`src/rtl/ppu_pkg.sv`:
```
// Shared types and constants for the posit-to-fixed conversion datapath.
// The rounding mode travels with each beat. NaR maps to the most negative fixed code.
package ppu_pkg;

    typedef enum logic {
        RND_TRUNC = 1'b0,
        RND_RNE   = 1'b1
    } rnd_mode_e;

    // Callers truncate the result to FX_N+1 bits: only the sign bit is set.
    function automatic logic [63:0] nar_fixed(input int fx_n);
        return 64'd1 << fx_n;
    endfunction

endpackage

```
`src/rtl/fixed_round_sat.sv`:
```
// Combinational rounding, symmetric saturation and sign application for stage 2.
// Special tags override the arithmetic result. NaR wins over zero.
module fixed_round_sat #(
    parameter int FX_N = 16
) (
    input  logic            sign,
    input  logic            is_nar,
    input  logic            is_zero,
    input  logic            rnd_mode,
    input  logic            ovf_in,
    input  logic [FX_N+1:0] mag,
    input  logic            guard,
    input  logic            round,
    input  logic            sticky,
    output logic [FX_N:0]   fixed,
    output logic            ovf,
    output logic            nar
);
    import ppu_pkg::*;

    localparam logic [FX_N:0] NAR_VAL = (FX_N+1)'(nar_fixed(FX_N));

    logic            round_up;
    logic [FX_N+2:0] rounded;
    logic            too_big;
    logic [FX_N-1:0] mag_sat;
    logic [FX_N:0]   signed_val;

    always_comb begin
        round_up   = (rnd_mode_e'(rnd_mode) == RND_RNE) && guard && (round || sticky || mag[0]);
        rounded    = {1'b0, mag} + (FX_N+3)'(round_up);
        // The round carry can push a just-fitting magnitude over the limit.
        too_big    = ovf_in || (|rounded[FX_N+2:FX_N]);
        mag_sat    = too_big ? '1 : rounded[FX_N-1:0];
        // Negating a zero magnitude gives zero, so no negative zero can appear.
        signed_val = sign ? -{1'b0, mag_sat} : {1'b0, mag_sat};

        fixed = signed_val;
        ovf   = too_big;
        nar   = 1'b0;
        if (is_nar) begin
            fixed = NAR_VAL;
            ovf   = 1'b0;
            nar   = 1'b1;
        end else if (is_zero) begin
            fixed = '0;
            ovf   = 1'b0;
        end
    end

endmodule

```
`src/rtl/fir_to_fixed_pipe.sv`:
```
// Two-stage pipeline turning a decoded posit {sign, total exponent, mantissa} into
// saturated two's-complement fixed point, with a valid/ready handshake on both sides.
module fir_to_fixed_pipe #(
    parameter int FIR_TE_SIZE   = 8,
    parameter int FIR_FRAC_SIZE = 8,
    parameter int FX_M          = 8,
    parameter int FX_N          = 16,
    parameter int SAT_CNT_W     = 16
) (
    input  logic                                 clk_i,
    input  logic                                 rst_ni,
    input  logic                                 valid_i,
    output logic                                 ready_o,
    input  logic [FIR_TE_SIZE+FIR_FRAC_SIZE:0]   fir_i,
    input  logic                                 is_zero_i,
    input  logic                                 is_nar_i,
    input  logic                                 rnd_mode_i,
    output logic                                 valid_o,
    input  logic                                 ready_i,
    output logic [FX_N:0]                        fixed_o,
    output logic                                 ovf_o,
    output logic                                 nar_o,
    input  logic                                 clear_i,
    output logic [SAT_CNT_W-1:0]                 sat_cnt_o
);
    import ppu_pkg::*;

    localparam int GW     = FX_N + 4;
    localparam int LW     = GW + FIR_FRAC_SIZE;
    localparam int S2_OFS = (FX_N - FX_M) - (FIR_FRAC_SIZE - 1) + 2;

    logic                     in_sign;
    logic [FIR_TE_SIZE-1:0]   in_te;
    logic [FIR_FRAC_SIZE-1:0] in_frac;

    assign {in_sign, in_te, in_frac} = fir_i;

    logic signed [31:0]       s2_amt;
    logic signed [31:0]       r_amt;
    logic [LW-1:0]            left_vec;
    logic [FIR_FRAC_SIZE-1:0] sticky_mask;
    logic [GW-1:0]            sh_field;
    logic                     sh_sticky;
    logic                     sh_ovf;

    // s2_amt places the mantissa in a field whose two LSBs are guard and round.
    always_comb begin
        s2_amt      = 32'(signed'(in_te)) + 32'(S2_OFS);
        r_amt       = -s2_amt;
        left_vec    = '0;
        sticky_mask = '0;
        sh_field    = '0;
        sh_sticky   = 1'b0;
        sh_ovf      = 1'b0;
        if (s2_amt >= 0) begin
            if (s2_amt >= LW) begin
                sh_ovf = |in_frac;
            end else begin
                left_vec = LW'(in_frac) << s2_amt;
                sh_field = left_vec[GW-1:0];
                sh_ovf   = |left_vec[LW-1:GW];
            end
        end else if (r_amt >= FIR_FRAC_SIZE) begin
            sh_sticky = |in_frac;
        end else begin
            sh_field    = GW'(in_frac >> r_amt);
            sticky_mask = ~({FIR_FRAC_SIZE{1'b1}} << r_amt);
            sh_sticky   = |(in_frac & sticky_mask);
        end
    end

    logic            s1_valid;
    logic            s1_sign;
    logic            s1_nar;
    logic            s1_zero;
    rnd_mode_e       s1_rnd;
    logic            s1_ovf;
    logic [FX_N+1:0] s1_mag;
    logic            s1_guard;
    logic            s1_round;
    logic            s1_sticky;

    logic            s2_adv;
    logic            accept;

    assign s2_adv  = !valid_o || ready_i;
    assign ready_o = !s1_valid || s2_adv;
    assign accept  = valid_i && ready_o;

    always_ff @(posedge clk_i or negedge rst_ni) begin
        if (!rst_ni) begin
            s1_valid  <= 1'b0;
            s1_sign   <= 1'b0;
            s1_nar    <= 1'b0;
            s1_zero   <= 1'b0;
            s1_rnd    <= RND_TRUNC;
            s1_ovf    <= 1'b0;
            s1_mag    <= '0;
            s1_guard  <= 1'b0;
            s1_round  <= 1'b0;
            s1_sticky <= 1'b0;
        end else if (accept) begin
            s1_valid  <= 1'b1;
            s1_sign   <= in_sign;
            s1_nar    <= is_nar_i;
            s1_zero   <= is_zero_i;
            s1_rnd    <= rnd_mode_e'(rnd_mode_i);
            s1_ovf    <= sh_ovf;
            s1_mag    <= sh_field[GW-1:2];
            s1_guard  <= sh_field[1];
            s1_round  <= sh_field[0];
            s1_sticky <= sh_sticky;
        end else if (s2_adv) begin
            s1_valid  <= 1'b0;
        end
    end

    logic [FX_N:0] rs_fixed;
    logic          rs_ovf;
    logic          rs_nar;

    fixed_round_sat #(
        .FX_N (FX_N)
    ) u_round_sat (
        .sign     (s1_sign),
        .is_nar   (s1_nar),
        .is_zero  (s1_zero),
        .rnd_mode (s1_rnd),
        .ovf_in   (s1_ovf),
        .mag      (s1_mag),
        .guard    (s1_guard),
        .round    (s1_round),
        .sticky   (s1_sticky),
        .fixed    (rs_fixed),
        .ovf      (rs_ovf),
        .nar      (rs_nar)
    );

    // Result data only changes when a new beat moves in, so a stalled output holds.
    always_ff @(posedge clk_i or negedge rst_ni) begin
        if (!rst_ni) begin
            valid_o <= 1'b0;
            fixed_o <= '0;
            ovf_o   <= 1'b0;
            nar_o   <= 1'b0;
        end else if (s2_adv) begin
            valid_o <= s1_valid;
            if (s1_valid) begin
                fixed_o <= rs_fixed;
                ovf_o   <= rs_ovf;
                nar_o   <= rs_nar;
            end
        end
    end

    always_ff @(posedge clk_i or negedge rst_ni) begin
        if (!rst_ni) begin
            sat_cnt_o <= '0;
        end else if (clear_i) begin
            sat_cnt_o <= '0;
        end else if (valid_o && ready_i && ovf_o && (sat_cnt_o != '1)) begin
            sat_cnt_o <= sat_cnt_o + SAT_CNT_W'(1);
        end
    end

endmodule

```
`config.mk`:
```
export PLATFORM = sky130hd
export DESIGN_NAME = fir_to_fixed_pipe
export DESIGN_NICKNAME = d
export VERILOG_FILES = /design/src/rtl/ppu_pkg.sv /design/src/rtl/fixed_round_sat.sv /design/src/rtl/fir_to_fixed_pipe.sv
export SDC_FILE = /design/constraint.sdc
export NUM_CORES = 1
export LEC_CHECK = 0
export BUFFER_PORTS_ARGS = -buffer_cell sky130_fd_sc_hd__buf_2
export CORE_UTILIZATION = 47
export CTS_BUF_LIST = sky130_fd_sc_hd__clkbuf_8
export CTS_CLUSTER_SIZE = 30
export DETAILED_ROUTE_END_ITERATION = 7
export PLACE_DENSITY_LB_ADDON = 0.25
export SLEW_MARGIN = 20
export SYNTH_ARGS = -nofsm -noshare
export SYNTH_HDL_FRONTEND = slang
export SYNTH_SLANG_ARGS = --single-unit
```
`constraint.sdc`:
```
create_clock -name clk_i -period 6.68 [get_ports clk_i]
set_input_delay 0.668 -clock clk_i [delete_from_list [all_inputs] [get_ports clk_i]]
set_output_delay 0.668 -clock clk_i [all_outputs]
set_load 0.01 [all_outputs]
```
==> impl_metrics.toml <==
[synthesis]
yosys_register_bits = 63
synth_flop_cell = "dfrtp_1"
synth_cell_types = 81
synth_edf_count = 0
syn_area_um2 = 5140
synth_fp_nets = 669
syn_avg_cell_area_um2 = 8.14
synth-async-reset-ratio_pct = 100
ys_seq_area_share_pct = 30.7
syn_inst = 631
ys_warn_count = 0

[clocking]
clk_path_buf_depth = 2
root_buffer = "clkbuf_8"
cts_made_buffers = 9
cts_resized = 0
cts_sinks = 63
cts_setup_buffers = 0
clk_latency_ps = 350
tritoncts = "built"
hold_buffers = 0
htree_levels = 3
clkTransAtPathRegs_ps = 70

[final_layout]
reg_top3 = "s1_mag (18), fixed_o (17), sat_cnt_o (16)"
drive_gt1_share_pct = 17.3
final_common_cell = "nand2_1"
largest_register_ffs = 18
regArea_um2 = 1580
fillers = 1003
nets = 711
mostFrequentLayoutCells = "85 x nand2_1, 63 x nor2_1, 63 x dfrtp_1"
areaGrowthSynthToFinish_pct = 11.0
antenna_cells = 0
fin_cells = 814
postLayoutCoreUtil_pct = 54.5
multi_input_area_um2 = 3350
max_flop_register = "s1_mag"

[run]
maxCapViolCount = 0

[global_routing]
met1_usage_pct = 30.7
grt_busiest_layer = "met2"
grt-ovfl-total = 0
use_met2_pct = 41.2
grtUsageMet3_pct = 3.80
grt_pass1_wl_um = 22000
track_usage_pct = 24.5
antenna_found_initial = 0
grt_pass1_vias = 4470
grt_start_max_net_pins = 64

[worst_setup_path]
startpoint_type = "primary input"
cp_slowest_cell = "or4b_4"
crit_family = "simple AND/OR/NAND/NOR gates"
slowest_delay_ps = 530
worstPathRequired_ps = 6910
path_common_cell = "ha_1"
crit_arrival_ps = 4930
crit_chain = "buf_2 > inv_1 > ha_1 > or4b_4 > a211oi_2 > o21a_2 > or2b_1 > ha_1 > nor4b_1 > nand2_1 > nor4_2 > o2111ai_4 > nor4_1 > nor3_1 > o32a_1"
crit_path_end_kind = "register"
cp.buffers_inverters = 2
crit_path_max_fanout = 29
path_class = "primary input to register"

[routing]
drtIter0Drc = 276
ant_nets = 0
dr.pass1.iters = 5
drc_errors = 0
vias = 4845
routedWlPerCell_um = 16.3
via_per_inst = 5.95
routed_wl_um = 13200

[die]
dieHeight_um = 107
dieWidth_um = 107
coreArea_um2 = 10500
row_count = 37
initial_core_util_pct = 49.1
dieArea_um2 = 11400
io_pins = 62

[sta]
max_freq_mhz = 213
slew_viol_final = 0
setup_tns_ps = 0
min_period_over_period_pct = 70.3
relSlewSlack_pct = 36.2
fin_crit_ps = 4700
rsz0062_at_grt = "false"
tightest_slew_ps = 948
clock_skew_ps = 12.3
setup_viol = 0
finalHoldViolations = 0

[outcome]
status = "complete, no violations"

[placement]
numPortBuffers = 61
gp_congestion = 0.906
hpwl_um = 10000
dp_cells = 798

[power]
finalPower_mw = 1.08
ir_drop_mv = 0.161
power_density_nw_per_um2 = 190
power.leakage_nw = 2.45

[min_path]
min_path_type = "primary input to asynchronous set/reset pin"
[kinds of logic (layout without fill, tap and decap cells)]
| group | count (synthesis) | count (layout) | synth area share [%] |
|---|---|---|---|
| compound gates | 159 | 159 | 20.8 |
| flops | 63 | 63 | 30.7 |
| buf+inv | 53 | 100 | 4.29 |
| fa+ha+maj | 13 | 13 | 3.17 |
| simple gates | 271 | 271 | 27.2 |
| xor+xnor | 48 | 48 | 8.33 |
| mux | 24 | 24 | 5.55 |
[per-layer routing]
| metal | up-vias | share of wire (%) | wire length, um |
|---|---|---|---|
| met4 | 0 | 2.9 | 387 |
| met5 | - | 0 | 0 |
| li1 | 2385 | - | - |
| met1 | 2277 | 44 | 5840 |
| met3 | 33 | 4.8 | 639 |
| met2 | 150 | 48 | 6360 |
[Yosys cell counts (all sizes together) (8+ instances only)]
cell	instances	area (um2)
xnor2	29	254
clkbuf	26	97.6
nor2	65	249
inv	16	60.1
nand2b	11	68.8
ha	13	163
nand4	10	77.6
or3	12	85.1
a21oi	40	200
nand2	86	325
mux2i	15	150
o211ai	9	67.6
xor2	19	174
nor3	19	111
nor4	8	62.6
nand3	24	125
buf	11	62.6
o21ai	44	228
dfrtp	63	1580
[power by group]
part / internal, mW / total (mW) / leakage (nW) / switching, mW
combinational: 0.120 / 0.317 / 1.51 / 0.197
sequential: 0.417 / 0.449 / 0.837 / 0.0322
clock: 0.169 / 0.316 / 0.100 / 0.147
[final timing paths]
check | depth (start not counted) | from | to | slack [ps]
worst max-delay path | 15 | fir_i[8] | s1_sticky | 1980
worst min-delay path | 2 | rst_ni | fixed_o[14] | 470
worst max register to register | 14 | s1_guard | fixed_o[12] | 2860
worst min register to register | 2 | fixed_o[3] | fixed_o[3] | 480
max in group asynchronous | 2 | rst_ni | s1_mag[9] | 5670
min in group clk_i | 2 | fixed_o[3] | fixed_o[3] | 480
[cell type report]
class	count	share of cell area, %
Multi-Input combinational cell	515	58.7
Sequential cell	63	27.6
Timing Repair Buffer	68	6.27
Tap cell	136	2.98
Clock buffer	9	2.17
Clock inverter	7	1.14
Inverter	16	1.05
[per-stage QoR]
step	cell area, um2	hold slack (ps)	setup slack (ps)
after floorplan	5140	372	2080
after global placement	5510	457	1860
after detailed placement	5510	469	1660
after CTS	5700	486	2040
after global routing	5700	503	1650
final	5700	471	1980
Note: power is estimated with default switching activity, not from simulation.
